--- src/rtl/game_pkg.sv ---
// Shared defaults and state type for the barrel scheduler.
package game_pkg;

    localparam int unsigned N_BARRELS_DEF       = 10;
    localparam int unsigned COOLDOWN_CYCLES_DEF = 32_500_000;

    typedef enum logic [1:0] {
        ST_IDLE     = 2'd0,
        ST_READY    = 2'd1,
        ST_COOLDOWN = 2'd2
    } sched_state_t;

endpackage

--- src/rtl/rr_slot_picker.sv ---
// Combinational round-robin picker: first free slot at or above ptr, wrapping to 0.
module rr_slot_picker #(
    parameter int unsigned N_SLOTS = 10,
    parameter int unsigned PTR_W   = 4
) (
    input  logic [N_SLOTS-1:0] free_mask,
    input  logic [PTR_W-1:0]   ptr,
    output logic [N_SLOTS-1:0] grant,
    output logic [PTR_W-1:0]   grant_idx,
    output logic               any_free
);

    logic              found;
    logic [PTR_W-1:0]  idx;
    int unsigned       slot_w;

    always_comb begin
        grant     = '0;
        grant_idx = '0;
        any_free  = |free_mask;
        found     = 1'b0;
        idx       = '0;
        slot_w    = 0;
        for (int unsigned i = 0; i < N_SLOTS; i++) begin
            slot_w = 32'(ptr) + i;
            if (slot_w >= N_SLOTS)
                slot_w = slot_w - N_SLOTS;
            idx = PTR_W'(slot_w);
            if (!found && free_mask[idx]) begin
                found       = 1'b1;
                grant[idx]  = 1'b1;
                grant_idx   = idx;
            end
        end
    end

endmodule

--- src/rtl/barrel_scheduler.sv ---
// Launches Kong's barrels onto a fixed slot pool with a post-launch cooldown
// and retires slots on done/hit pulses.
module barrel_scheduler
    import game_pkg::*;
#(
    parameter int unsigned N_BARRELS       = N_BARRELS_DEF,
    parameter int unsigned COOLDOWN_CYCLES = COOLDOWN_CYCLES_DEF,
    parameter int unsigned MAX_ACTIVE      = N_BARRELS_DEF
) (
    input  logic                           clk,
    input  logic                           rst,
    input  logic                           game_en,
    input  logic                           throw_req,
    input  logic [N_BARRELS-1:0]           barrel_done,
    input  logic [N_BARRELS-1:0]           barrel_hit,
    output logic [N_BARRELS-1:0]           barrel_start,
    output logic [N_BARRELS-1:0]           barrel_active,
    output logic                           throw_ack,
    output logic                           cooldown_busy,
    output logic [$clog2(N_BARRELS+1)-1:0] active_count
);

    localparam int unsigned PW = (N_BARRELS > 1) ? $clog2(N_BARRELS) : 1;
    localparam int unsigned CW = (COOLDOWN_CYCLES > 1) ? $clog2(COOLDOWN_CYCLES) : 1;
    localparam int unsigned AW = $clog2(N_BARRELS + 1);

    sched_state_t         state;
    logic [CW-1:0]        cnt;
    logic [PW-1:0]        ptr;

    logic [N_BARRELS-1:0] grant;
    logic [PW-1:0]        grant_idx;
    logic                 any_free;
    logic                 can_launch;
    logic [N_BARRELS-1:0] active_nxt;
    logic [AW-1:0]        count_nxt;

    rr_slot_picker #(
        .N_SLOTS (N_BARRELS),
        .PTR_W   (PW)
    ) u_picker (
        .free_mask (~barrel_active),
        .ptr       (ptr),
        .grant     (grant),
        .grant_idx (grant_idx),
        .any_free  (any_free)
    );

    // Retires and the launch land in the same cycle; the count follows the merged vector.
    always_comb begin
        can_launch = (state == ST_READY) && throw_req && any_free &&
                     (32'(active_count) < MAX_ACTIVE);
        active_nxt = barrel_active & ~(barrel_done | barrel_hit);
        if (can_launch)
            active_nxt = active_nxt | grant;
        count_nxt = '0;
        for (int unsigned i = 0; i < N_BARRELS; i++)
            count_nxt = count_nxt + AW'(active_nxt[i]);
    end

    always_ff @(posedge clk) begin
        if (rst) begin
            state         <= ST_IDLE;
            cnt           <= '0;
            ptr           <= '0;
            barrel_start  <= '0;
            barrel_active <= '0;
            throw_ack     <= 1'b0;
            cooldown_busy <= 1'b0;
            active_count  <= '0;
        end else if (!game_en) begin
            state         <= ST_IDLE;
            cnt           <= '0;
            barrel_start  <= '0;
            barrel_active <= '0;
            throw_ack     <= 1'b0;
            cooldown_busy <= 1'b0;
            active_count  <= '0;
        end else begin
            barrel_start  <= '0;
            throw_ack     <= 1'b0;
            barrel_active <= active_nxt;
            active_count  <= count_nxt;
            case (state)
                ST_IDLE: state <= ST_READY;
                ST_READY: begin
                    if (can_launch) begin
                        barrel_start  <= grant;
                        throw_ack     <= 1'b1;
                        ptr           <= (grant_idx == PW'(N_BARRELS - 1)) ? '0 : grant_idx + PW'(1);
                        cnt           <= CW'(COOLDOWN_CYCLES - 1);
                        cooldown_busy <= 1'b1;
                        state         <= ST_COOLDOWN;
                    end
                end
                ST_COOLDOWN: begin
                    if (cnt == '0) begin
                        cooldown_busy <= 1'b0;
                        state         <= ST_READY;
                    end else begin
                        cnt <= cnt - CW'(1);
                    end
                end
                default: begin
                    cooldown_busy <= 1'b0;
                    state         <= ST_IDLE;
                end
            endcase
        end
    end

endmodule

--- config.mk ---
export PLATFORM = sky130hd
export DESIGN_NAME = barrel_scheduler
export DESIGN_NICKNAME = d
export VERILOG_FILES = /design/src/rtl/game_pkg.sv /design/src/rtl/rr_slot_picker.sv /design/src/rtl/barrel_scheduler.sv
export SDC_FILE = /design/constraint.sdc
export NUM_CORES = 1
export LEC_CHECK = 0
export CELL_PAD_IN_SITES_DETAIL_PLACEMENT = 1
export CELL_PAD_IN_SITES_GLOBAL_PLACEMENT = 1
export CORE_UTILIZATION = 44
export CTS_BUF_LIST = sky130_fd_sc_hd__clkbuf_16
export CTS_CLUSTER_SIZE = 30
export DETAILED_ROUTE_END_ITERATION = 10
export HOLD_SLACK_MARGIN = 0.06
export PLACE_DENSITY_LB_ADDON = 0.1
export SYNTH_ARGS = -nofsm -noshare
export SYNTH_HDL_FRONTEND = slang
export SYNTH_SLANG_ARGS = --single-unit
--- constraint.sdc ---
create_clock -name clk -period 7.89 [get_ports clk]
set_input_delay 1.578 -clock clk [delete_from_list [all_inputs] [get_ports clk]]
set_output_delay 1.578 -clock clk [all_outputs]
set_load 0.01 [all_outputs]
* Yosys cells after proc, flatten, opt, wreduce, memory -nomap -nowiden
Cells that the tools add are included.
Storage, ports and cells: register bits after elaboration 57, ROM bits 0, word-level logic and storage cells 226, RAM bits 0, latch bits 0, output and inout bits 26, memories kept 0, input bits 24
Operators by class: divide/modulo/power cells 0, $add $sub $neg 30, shift operators 0, bitwise gates (word level) 18, magnitude comparators 31, equal/unequal tests 6, multiply operators 0, mux-type cells 91, reduce and logical (&&, ||, !) cells 42
Operators by type and width (number):
- two-way mux 10 bit | 11
- OR 10 bit | 11
- two-way mux 4 bit | 21
- < comparator 4 x 5 -> 1 bit (second input constant) | 10
- two-way mux 25 bit | 2
- case mux 25 bit (2 select lines) | 1
- >= comparator 5 x 4 -> 1 bit (second input constant) | 9
- binary-select mux 1 bit (select 4 bit) | 10
- demux 1 bit (select 4 bit) | 10
- >= comparator 4 x 1 -> 1 bit (second input constant) | 10
- subtractor 4 bit (second input constant) | 10
- two-way mux 1 bit | 32
- zero test 25 bit | 1
- subtractor 25 x 1 -> 25 bit (second input constant) | 1
- adder 4 x 1 -> 4 bit | 6
- logical AND 1 bit | 22
- adder 4 x 3 -> 5 bit (second input constant) | 4
- inverter 10 bit | 2
- adder 4 x 2 -> 5 bit (second input constant) | 2
- adder 4 x 4 -> 5 bit (second input constant) | 2
- AND 10 bit | 1
- OR reduction 10 bit | 1
- zero test 1 bit | 9
- AND reduction 3 bit | 3
- 21 further kinds | 27

* Logic depth before layout (Yosys ltp)
word-level depth 43, mapped depth 30, depth with buffers taken out 27

* By module
From an unflattened synthesis, not the netlist that was laid out.
Unflattened totals: cells, all modules 763, area, all modules 5975.7 µm²
By module, submodules not included:
- rr_slot_picker | sequential area each 0.0 µm², area each 3339.5 µm², instances 1, cells each 472
- barrel_scheduler | sequential area each 1141.1 µm², area each 2636.3 µm², instances 1, cells each 291

* Worst setup path before layout
OpenSTA, ideal clock, no wires.
kind flip-flop to flip-flop, start point reg ptr[2], end point reg active_count[2], path buffers 3, library setup time 0.129 ns, data arrival time 6.795 ns, stages on the path, launching flop included 28, slack 0.966 ns, required time 7.761 ns, period minus slack after synthesis 6.924 ns, cell sequence dfxtp_1 buf_2 clkinv_1 ha_1 ha_1 buf_2 nor2b_1 a311o_1 mux2i_2 mux2_2 a22o_1 nor4_1 nand4_2 buf_2 nor4_1 nor3_1 mux2_2 o21ai_0 fa_1 inv_1 fa_1 fa_1 inv_1 ha_1 inv_1 fa_1 xnor2_1 nor2_1
On the way: elaborated cells between the ends (all ways) 166, classes of those cells add/sub: 28; order compare: 30; mux: 70; bitwise: 10; reduce/logical: 28
RTL lines:
- start: declaration | RTL line barrel_scheduler.sv:29 | logic [PW-1:0] ptr;
- start signal: assignment | RTL line barrel_scheduler.sv:90 | ptr <= (grant_idx == PW'(N_BARRELS - 1)) ? '0 : grant_idx + PW'(1);
- parallel branches: the longest is 31 deep, another holds adder 4 x 1 -> 5 bit
- two-way mux 10 bit * | RTL line rr_slot_picker.sv:29 | if (!found && free_mask[idx]) begin
- OR 10 bit * | RTL line barrel_scheduler.sv:55 | active_nxt = active_nxt | grant;
- two-way mux 10 bit * | RTL line barrel_scheduler.sv:54 | if (can_launch)
- named net active_nxt[5] | RTL line barrel_scheduler.sv:35 | logic [N_BARRELS-1:0] active_nxt;
- adder 4 x 1 -> 4 bit * (5 in a row) | RTL line barrel_scheduler.sv:58 | count_nxt = count_nxt + AW'(active_nxt[i]);
- end signal: assignment | RTL line barrel_scheduler.sv:83 | active_count <= count_nxt;
- end: declaration | RTL line barrel_scheduler.sv:20 | output logic [$clog2(N_BARRELS+1)-1:0] active_count
Mark *: on every way through the listed nets, which the timed path passes. The select of a mux whose other input is x is not followed. A chain may end at the register's enable or synchronous reset.

* Final worst setup path
start point reg ptr[3], end point reg active_count[2]
On the way: longest elaborated chain between the ends 43, elaborated cells between the ends (all ways) 166, classes of those cells add/sub: 28; order compare: 30; mux: 70; bitwise: 10; reduce/logical: 28
RTL lines (RTL line):
- parallel branches: the longest is 31 deep, another holds adder 4 x 1 -> 5 bit
- two-way mux 10 bit * | rr_slot_picker.sv:29
- OR 10 bit * | barrel_scheduler.sv:55
- two-way mux 10 bit * | barrel_scheduler.sv:54
- named net active_nxt[0] | barrel_scheduler.sv:35
- adder 1 x 1 -> 2 bit * | barrel_scheduler.sv:58
- adder 2 x 1 -> 3 bit * | barrel_scheduler.sv:58
- adder 3 x 1 -> 4 bit * | barrel_scheduler.sv:58
- adder 4 x 1 -> 4 bit * (6 in a row) | barrel_scheduler.sv:58
Marks and branches as above.

==> metrics.md <==
| Metric | Value |
|---|---|
| Status | finished, final reports clean |
| Crit-path leading delay family | adder cells |
| Ranking of synthesized cells by area | dfxtp_1, a21oi_1, ha_1, nor2_1, xnor2_1 |
| Top-count cell post-synth | nor2_1 |
| Area leader, netlist | dfxtp_1 |
| Detailed placement HPWL | 19000 um |
| Largest net degree at the start of global routing | 41 |
| Post-synth EDFFs | 0 |
| Dpl ws | 282 ps |
| Worst r2r dst | active_count[2] |
| Layout Utilization | 0.525 |
| P&R area growth vs syn | 15.2% |
| H-tree depth | 3 |
| CP Class | flop to flop |
| Cts bufs inserted | 9 |
| Reg clk slew, reported paths | 50 ps |
| Final setup fails | 0 |
| Post-synth top cells | nor2_1, a21oi_1, nand2_1 |
| Resize count post-CTS | 0 |
| WL final | 24900 um |
| Period minus WS final | 7610 ps |
| Core Box Area | 0.0134 sq mm |
| Lkg Pwr | 2.51 nW |
| Hold crit path type | flop to flop |
| Post-Syn Area per Cell | 7.59 sq um |
| Mapped cell area | 0.00611 sq mm |
| Critical Path Stages | 23 |
| # IOs | 50 |
| Clock Tree Root | clkbuf_16 |
| Worst-path fanout max | 18 |
| Post-CTS Hold Fix Bufs | 0 |
| Reg2reg path depth | 23 |
| Crit path cell chain | inv_4 -> ha_1 -> buf_4 -> nor2b_1 -> a311o_1 -> mux2i_2 -> mux2_2 -> a22o_1 -> nor4_2 -> nand4_2 -> nor4_1 -> nor4_1 -> o31ai_1 -> fa_1 -> inv_1 -> fa_1 -> fa_1 -> inv_1 -> ha_1 -> inv_1 -> fa_1 -> xnor2_1 -> nor2_1 |
| Share of the synthesized area in the top cell type | 0.187 |
| CTS tree | done |
| Routed length per instance | 24.3 um |
| Final net count | 898 |
| CP endpoint | active_count[2] |
| CP bufs+invs | 5 |
| Library cells used by synthesis | 97 |
| Slew Limit Fails | 0 |
| Via density | 6.66 |
| Detailed-route via count | 6820 |
| Async SR Flop Fraction | 0 |
| Sequential share of the synthesized area | 0.187 |
| First-pass GRT wire length | 39200 um |
| Critical path arrival | 7780 ps |
| Post-route ant nets | 0 |
| CP max stage delay | 610 ps |
| Max-slew headroom | 0.184 |
| Starting density of the core | 0.456 |
| Total power | 0.773 mW |
| IR drop worst, VDD | 0.000102 V |
| Final clock period utilization by the worst path | 0.964 |
| DRT Pass-1 Iters | 5 |
| Placer congestion estimate | 1.08 |
| Post-CTS setup buffers | 0 |
| Hold Slack | 460 ps |
| Slew @ Worst Pin | 1220 ps |
| Critical-path top delay cell | dfxtp_1 |
| Flop-to-flop setup slack | 280 ps |
| Main synth FF type | dfxtp_1 |
| PortBufs | 49 |
| Final Skew | 5.35 ps |
| Max-Cap Viols | 0 |
| Warnings, synthesis | 0 |
| Syn Nets | 860 |
| Die area | 0.0144 sq mm |
| CP most frequent cell | fa_1 |
| Fmax | 0.131 GHz |
| Register bit total from synthesis | 57 |
| Share of cells above drive strength 1 | 0.103 |
| Power Dens Cells | 110 mW/mm^2 |
| Std cell rows | 42 |
| Cells after Synth | 805 |
| Clock buffer depth | 2 |
| Clk sinks | 57 |
| Final Worst Setup Slack | 283 ps |
| Clk Latency, worst-skew pair | 340 ps |
| Vias in the first global route | 6765 |
| Antenna violations before repair | 0 |
| RSZ-0062 raised after global routing | no |
| Antenna diode count | 0 |
| Critical R2R Launch | ptr[3] |
| Required time of the worst setup path | 8060 ps |
| Total congestion overflow | 0 |
| GR Util All Layers | 0.353 |
| Crit start category | flop |
| Starting DRC count in detailed routing | 639 |
| Critical path launch point | ptr[3] |
| CP endpoint kind | flop |
| DRC Markers | 0 |
| Setup tns final | 0 ps |
| Final Hold Viols | 0 |
| Die Span Y | 120 um |
| Chip Width | 120 um |
## cell families after synthesis
group | after synthesis | synth area share
multiplexers | 36 | 0.0655
AND/OR/NAND/NOR | 338 | 0.298
XOR/XNOR | 39 | 0.0571
flip-flops | 57 | 0.187
adder cells (fa/ha/maj) | 31 | 0.0721
buffers and inverters | 67 | 0.0479
AO/OA/AOI/OAI | 237 | 0.272
## per-stage QoR
| stage | cells | instance area [sq um] |
|---|---|---|
| floorplan | 805 | 6110 |
| global placement | 1008 | 6760 |
| detailed placement | 1008 | 6760 |
| CTS | 1024 | 7030 |
| global route | 1024 | 7040 |
| finish | 1024 | 7040 |
## layout by cell type (no fill, tap or decap), types with 5 or more instances in the layout
cell,instances
a21o_1,8
nor4_1,17
nor3_1,30
mux2i_1,18
nand3b_1,6
buf_4,15
and4_1,6
o211ai_1,8
inv_1,26
a211oi_1,7
clkdlybuf4s50_1,49
mux2_2,15
xor2_1,7
ha_1,24
nor2b_1,18
fa_1,7
or3_1,10
o22ai_1,9
nor2_1,74
nand2b_1,17
and2_1,17
dfxtp_1,56
nand2_1,59
a31oi_1,5
xnor2_1,31
a21oi_1,63
a211o_1,5
a311oi_1,5
o31ai_1,10
or4_1,6
o21ai_0,44
and3_1,5
clkbuf_16,9
nand4_1,15
nand3_1,24
## report_power, final
| group | internal, mW | total [mW] | switching, mW |
|---|---|---|---|
| combinational | 0.0442 | 0.112 | 0.0673 |
| sequential | 0.294 | 0.300 | 0.00579 |
| clock | 0.211 | 0.362 | 0.150 |
## state kept, by name, indices dropped and copies added, names as in the netlist
register / cells
barrel_start: 10
cnt: 25
state: 2
throw_ack: 1
active_count: 4
ptr: 4
barrel_active: 10
cooldown_busy: 1
## worst min-delay path by stage
stage | slack [ps] | endpoint | startpoint | depth (start not counted)
6_report | 460 | cooldown_busy | cooldown_busy | 2
5_1_grt | 500 | cooldown_busy | cooldown_busy | 2
4_1_cts | 460 | cooldown_busy | cooldown_busy | 2
3_5_place_dp | 460 | cooldown_busy | cooldown_busy | 2
3_3_place_gp | 440 | cooldown_busy | cooldown_busy | 2
2_1_floorplan | 440 | cnt[12] | cnt[12] | 2
## routing by layer
metal	vias to the layer above	wire length (um)	global-route usage
met4	0	743	0.120
met3	55	1800	0.0661
met2	276	11600	0.563
li1	3096	-	-
met1	3393	10800	0.474
met5	-	0	0
## cell type report
| type | count | area [sq um] |
|---|---|---|
| clock buffers | 9 | 225 |
| clock inverters | 7 | 46.3 |
| multi-input cells | 681 | 4690 |
| inverters | 30 | 115 |
| repair buffers | 64 | 603 |
| well taps | 176 | 220 |
| fillers | 1677 | 6360 |
| flip-flops and latches | 57 | 1140 |
## worst reg2reg max path: cells and delay by family, from the launching register on
| kind | cells | cell delay [ps] |
|---|---|---|
| adders and majority gates | 6 | 2260 |
| and+or+nand+nor | 6 | 1830 |
| xor gates and xnor gates | 1 | 150 |
| muxes | 2 | 840 |
| AOI/OAI and AO/OA | 3 | 1130 |
| DFF | 1 | 610 |
| buffers and inverters | 5 | 620 |
No activity file was read; power rests on OpenSTA's default activity.
==> patch 1, RTL diff (config.mk and constraints unchanged) <==
The package constant `COOLDOWN_CYCLES_DEF` goes from 32_500_000 to 130_000_000.
--- a/src/rtl/game_pkg.sv
+++ b/src/rtl/game_pkg.sv
@@ -2,7 +2,7 @@
 package game_pkg;
 
     localparam int unsigned N_BARRELS_DEF       = 10;
-    localparam int unsigned COOLDOWN_CYCLES_DEF = 32_500_000;
+    localparam int unsigned COOLDOWN_CYCLES_DEF = 130_000_000;
 
     typedef enum logic [1:0] {
         ST_IDLE     = 2'd0,
Behaviour: no difference found for any inputs over 4 cycles, from zero or initial values and one cycle with rst high; that may be too few to reach the edited logic, so the function may still have changed.
==> patch 1 against the original RTL <==
- critical path depth grew 2
- final area grew 4.3%
- setup slack gained 0.19 ns
- routed wire length grew 7.0%
- cell count grew 4.1%
- sequential cell count grew 2
- area after synthesis grew 3.1%
Power is not compared: it rests on default switching activity, and its combinational part moved more than twofold at a synthesized area within 25%.
==> patch 1: results (changes against the original RTL) <==
Cells and area
  • Biggest registers after layout: cnt (27), barrel_active (10), barrel_start (10)
  • Nets: 936 (+4.2%)
  • Layout cells sized above 1: 10.4% (+0.12 points)
  • # fillers: 1,728 (+3.0%)

Synth
  • Netlist cell types: 99 (+2.1%)
  • Top post-synthesis cells by count: nor2_1, nand2_1, a21oi_1
  • Syn Nets: 894 (+4.0%)
  • Yosys warnings: 0 (unchanged)
  • Seq/Total Area, Yosys: 18.8% (+0.079 points)
  • Top post-synthesis cells by area: dfxtp_1, a21oi_1, ha_1

Min path
  • Hold Path Depth: 2 (unchanged)

Clock network
  • CTS max path bufs: 2 (unchanged)
  • Post-CTS setup buffer count: 0 (unchanged)
  • H-tree depth: 3 (unchanged)

Critical path
  • R2R Setup Slk: 0.47 ns (+0.19 ns)
  • CP max stage delay: 0.57 ns (-0.04 ns)
  • Worst-path maximum fanout: 22 (+4)
  • Worst r2r src: ptr[1]$_SDFFE_PP0P_
  • Slowest CP cell: fa_1
  • R2R cell count: 25 (+8.7%)

GRT
  • Vias in the first global route: 7,345 (+8.6%)
  • Largest net degree at the start of global routing: 47 (+15%)
  • First-pass GRT wire length: 40,600 um (+3.6%)
  • Gr usage total: 36.4% (+1.1 points)

Timing
  • Slew of the pin with the lowest slew margin: 1.24 ns (+0.0130 ns)
  • Clock skew: 0.00895 ns (+0.00360 ns)

Routing
  • Vias per cell: 6.72 (+0.85%)
  • Initial drt markers: 611 (-4.4%)
  • Drt pass-1 iters: 5 (unchanged)
  • WL per Instance: 25.0 um (+2.8%)

Placed design
  • Half-perimeter wire length after placement: 20,700 um (+8.8%)
  • Routability cong.: 1.01 (-6.3%)

Status
  • Status: complete, no violations
[patch 1: worst max path at each step]
stage	cells after the start	to	slack (ns)	startpoint
6_report	25	active_count[2]$_SDFF_PP0_	0.47	ptr[1]$_SDFFE_PP0P_
4_1_cts	24	active_count[2]$_SDFF_PP0_	0.54	ptr[1]$_SDFFE_PP0P_
3_5_place_dp	24	active_count[2]$_SDFF_PP0_	0.66	ptr[1]$_SDFFE_PP0P_
2_1_floorplan	34	active_count[2]$_SDFF_PP0_	0.61	ptr[0]$_SDFFE_PP0P_
5_1_grt	25	active_count[2]$_SDFF_PP0_	0.008	ptr[1]$_SDFFE_PP0P_
3_3_place_gp	24	active_count[2]$_SDFF_PP0_	0.76	ptr[1]$_SDFFE_PP0P_
[patch 1: cell type report]
class                           count  share of cell area, %
Clock inverter                      7                   1.35
Timing Repair Buffer               75                   9.34
Inverter                           35                   1.79
Tap cell                          180                   3.07
Sequential cell                    59                   16.1
Clock buffer                        9                   3.07
Multi-Input combinational cell    701                   65.3
[patch 1: per-layer routing]
| layer | vias to the layer above | GRT usage, % | part of all wire, % |
|---|---|---|---|
| met5 | - | 0 | 0 |
| met4 | 0 | 23.4 | 5.7 |
| met3 | 110 | 7.54 | 7.5 |
| met2 | 368 | 57.2 | 45 |
| met1 | 3491 | 45.1 | 42 |
| li1 | 3191 | - | - |
[patch 1: stage by stage]
step                      worst slack (ns)  hold slack, ns  area [um^2]  cells  utilization [%]
after floorplan                      0.605           0.453         6300    839                -
after global placement               0.763           0.466         7020   1050             50.3
after detailed placement             0.656           0.490         7020   1050             50.3
after CTS                            0.539           0.512         7340   1066             52.7
after global routing               0.00784           0.518         7340   1066             52.7
final                                0.474           0.499         7340   1066             52.7
[patch 1: kinds of logic (layout without fill, tap and decap cells)]
family | after synthesis | count (layout) | share of synthesized area [%]
AO/OA/AOI/OAI | 240 | 240 | 26.9
XOR/XNOR | 45 | 45 | 6.38
adder cells (fa/ha/maj) | 31 | 31 | 6.99
buffers and inverters | 79 | 126 | 5.28
flip-flops | 59 | 59 | 18.8
multiplexers | 39 | 39 | 6.69
AND/OR/NAND/NOR | 346 | 346 | 29.0
[patch 1: power by group through the flow]
stage | sequential (mW) | clock (mW) | combinational, mW
floorplan | 0.317 | 0 | 0.176
global placement | 0.318 | 0 | 0.259
detailed placement | 0.319 | 0 | 0.268
CTS | 0.312 | 0.454 | 0.271
global route | 0.313 | 0.461 | 0.293
finish | 0.312 | 0.448 | 0.279
[patch 1: what timing repair did]
item	CTS	global route
endpoints found under the setup margin	0	1
gates resized for setup	0	1
hold endpoints to repair	0	0
==> patch 2, RTL diff (same flow settings) <==
Made on the original files. Register the output `active_count` once more; this adds one clock of latency there. The other outputs are not delayed to match.
--- a/src/rtl/barrel_scheduler.sv
+++ b/src/rtl/barrel_scheduler.sv
@@ -24,6 +24,8 @@
     localparam int unsigned CW = (COOLDOWN_CYCLES > 1) ? $clog2(COOLDOWN_CYCLES) : 1;
     localparam int unsigned AW = $clog2(N_BARRELS + 1);
 
+    logic [$clog2(N_BARRELS+1)-1:0] active_count_s0;
+
     sched_state_t         state;
     logic [CW-1:0]        cnt;
     logic [PW-1:0]        ptr;
@@ -49,7 +51,7 @@
     // Retires and the launch land in the same cycle; the count follows the merged vector.
     always_comb begin
         can_launch = (state == ST_READY) && throw_req && any_free &&
-                     (32'(active_count) < MAX_ACTIVE);
+                     (32'(active_count_s0) < MAX_ACTIVE);
         active_nxt = barrel_active & ~(barrel_done | barrel_hit);
         if (can_launch)
             active_nxt = active_nxt | grant;
@@ -67,7 +69,7 @@
             barrel_active <= '0;
             throw_ack     <= 1'b0;
             cooldown_busy <= 1'b0;
-            active_count  <= '0;
+            active_count_s0 <= '0;
         end else if (!game_en) begin
             state         <= ST_IDLE;
             cnt           <= '0;
@@ -75,12 +77,12 @@
             barrel_active <= '0;
             throw_ack     <= 1'b0;
             cooldown_busy <= 1'b0;
-            active_count  <= '0;
+            active_count_s0 <= '0;
         end else begin
             barrel_start  <= '0;
             throw_ack     <= 1'b0;
             barrel_active <= active_nxt;
-            active_count  <= count_nxt;
+            active_count_s0 <= count_nxt;
             case (state)
                 ST_IDLE: state <= ST_READY;
                 ST_READY: begin
@@ -109,5 +111,9 @@
         end
     end
 
+    always_ff @(posedge clk) begin
+        active_count <= active_count_s0;
+    end
+
 endmodule
 
Check against the original RTL: not equivalent (a bounded check fails within 4 cycles, from zero or initial values and one cycle with rst high).
==> patch 2 against the original RTL <==
- routed wire length down 6.4%
- via count down 4.5%
- sequential share of layout area up 1.2 points
- die area down 0.55%
- total power up 13%
- sequential cell count up 4
- final area down 0.21%
- global-route usage down 2.6 points
- clock skew up 0.0011 ns
- sequential power up 7.0%
- setup slack worse by 0.038 ns
- area after synthesis down 0.55%
- combinational power up 68%
- largest cell class unchanged
==> patch 2: results (changes against the original RTL) <==
Routing
  • Wire length on met1: 10,300 um (-4.4%)
  • Drt pass-1 iters: 7 (+2)
  • Detailed-route via count: 6,512 (-4.5%)
  • Overall routed net length: 23,300 um (-6.4%)
  • Met3 routed WL: 1420 um (-21%)
  • Initial drt markers: 429 (-33%)
  • DR WL met2: 10,900 um (-6.0%)

Pwr
  • PD cells: 125 nW/um^2 (+13%)
  • Internal power: 600 uW (+9.1%)
  • Seq. pwr: 321 uW (+7.0%)
  • Leakage: 2.68 nW (+6.5%)
  • VDD IR-drop max: 0.000135 V (+32%)
  • Clock power share: 41.8% (-5.0 points)

Critical path
  • Worst-path maximum fanout: 15 (-3)
  • R2R Setup Slk: 0.25 ns (-0.04 ns)
  • CP arrival: 7.86 ns (+0.08 ns)
  • Worst r2r src: ptr[1]$_SDFFE_PP0P_
  • Slowest CP cell: a221oi_1
  • Reg2reg end: active_count_s0[2]$_SDFF_PP0_
  • R2R cell count: 24 (+4.3%)
  • CP max stage delay: 0.68 ns (+0.07 ns)

GRT
  • Gr usage total: 32.6% (-2.6 points)
  • Vias in the first global route: 6,624 (-2.1%)
  • Largest net degree at the start of global routing: 31 (-24%)
  • First-pass GRT wire length: 36,500 um (-6.8%)

Placed design
  • Inst Count DP: 982 (-2.6%)
  • Half-perimeter wire length after placement: 18,100 um (-4.9%)
  • Routability cong.: 1.02 (-5.4%)
  • Cell Area, Placed: 6730 um^2 (-0.43%)

Cells and area
  • Layout cells sized above 1: 9.25% (-1.0 points)
  • # fillers: 1,651 (-1.6%)
  • Fin cells: 998 (-2.5%)
  • Nets: 872 (-2.9%)

Synth
  • Netlist cell types: 99 (+2.1%)
  • Seq/Total Area, Yosys: 20.1% (+1.4 points)
  • Gate Count Post-Synth: 779 (-3.2%)
  • Top post-synthesis cells by count: nor2_1, dfxtp_1, nand2_1
  • Top post-synthesis cells by area: dfxtp_1, ha_1, mux2i_1
  • Syn Nets: 834 (-3.0%)

Clock network
  • Root Driver: clkbuf_16
  • Skew-Pair Late Insertion Delay: 0.34 ns (about the same)

Status
  • Status: complete, no violations

Timing
  • Clock skew: 0.00649 ns (+0.00114 ns)
  • Slew headroom: 28.7% (+10 points)

Min path
  • Hold path startpoint: active_count_s0[0]$_SDFF_PP0_
  • Hold Path Depth: 0 (-2)
  • Worst Hold End: active_count[0]$_DFF_P_
-- patch 2: cell types whose count changed in the layout (fill, tap and decap cells not counted), moves of 6 or more --
| cell | unedited run | this run |
|---|---|---|
| a21oi_1 | 63 | 52 |
| mux2i_1 | 18 | 27 |
| nand2b_1 | 17 | 23 |
| nor4_1 | 17 | 10 |
| o21a_1 | 1 | 8 |
| o21ai_0 | 44 | 25 |
-- patch 2: per-stage QoR --
step | worst slack [ns] | hold slack, ns
after floorplan | 0.718 | 0.310
after global placement | 0.559 | 0.313
after detailed placement | 0.491 | 0.339
after CTS | 0.407 | 0.348
after global routing | 0.0283 | 0.347
final | 0.246 | 0.343
-- patch 2: layer usage --
| metal | track usage, % | vias to the layer above |
|---|---|---|
| li1 | - | 2987 |
| met1 | 43.1 | 3234 |
| met2 | 53.0 | 241 |
| met3 | 5.80 | 50 |
| met4 | 12.0 | 0 |
| met5 | 0 | - |
-- patch 2: logic make-up (layout without fill, tap and decap cells) --
group           Yosys count  after routing  synth area share (%)
simple gates            321            321                  28.4
buf+inv                  65            108                  4.61
mux                      40             40                  6.92
compound gates          220            220                  26.3
xor+xnor                 41             41                  6.46
flops                    61             61                  20.1
fa+ha+maj                31             31                  7.25
-- patch 2: area by class of cell --
class | count | area [um^2] | share of cell area [%]
clock buffer | 9 | 225 | 3.21
clock inverter | 7 | 51.3 | 0.730
inverter | 29 | 109 | 1.55
multi-input combinational | 653 | 4600 | 65.5
sequential | 61 | 1220 | 17.4
tap | 176 | 220 | 3.14
timing repair buffer | 63 | 596 | 8.48
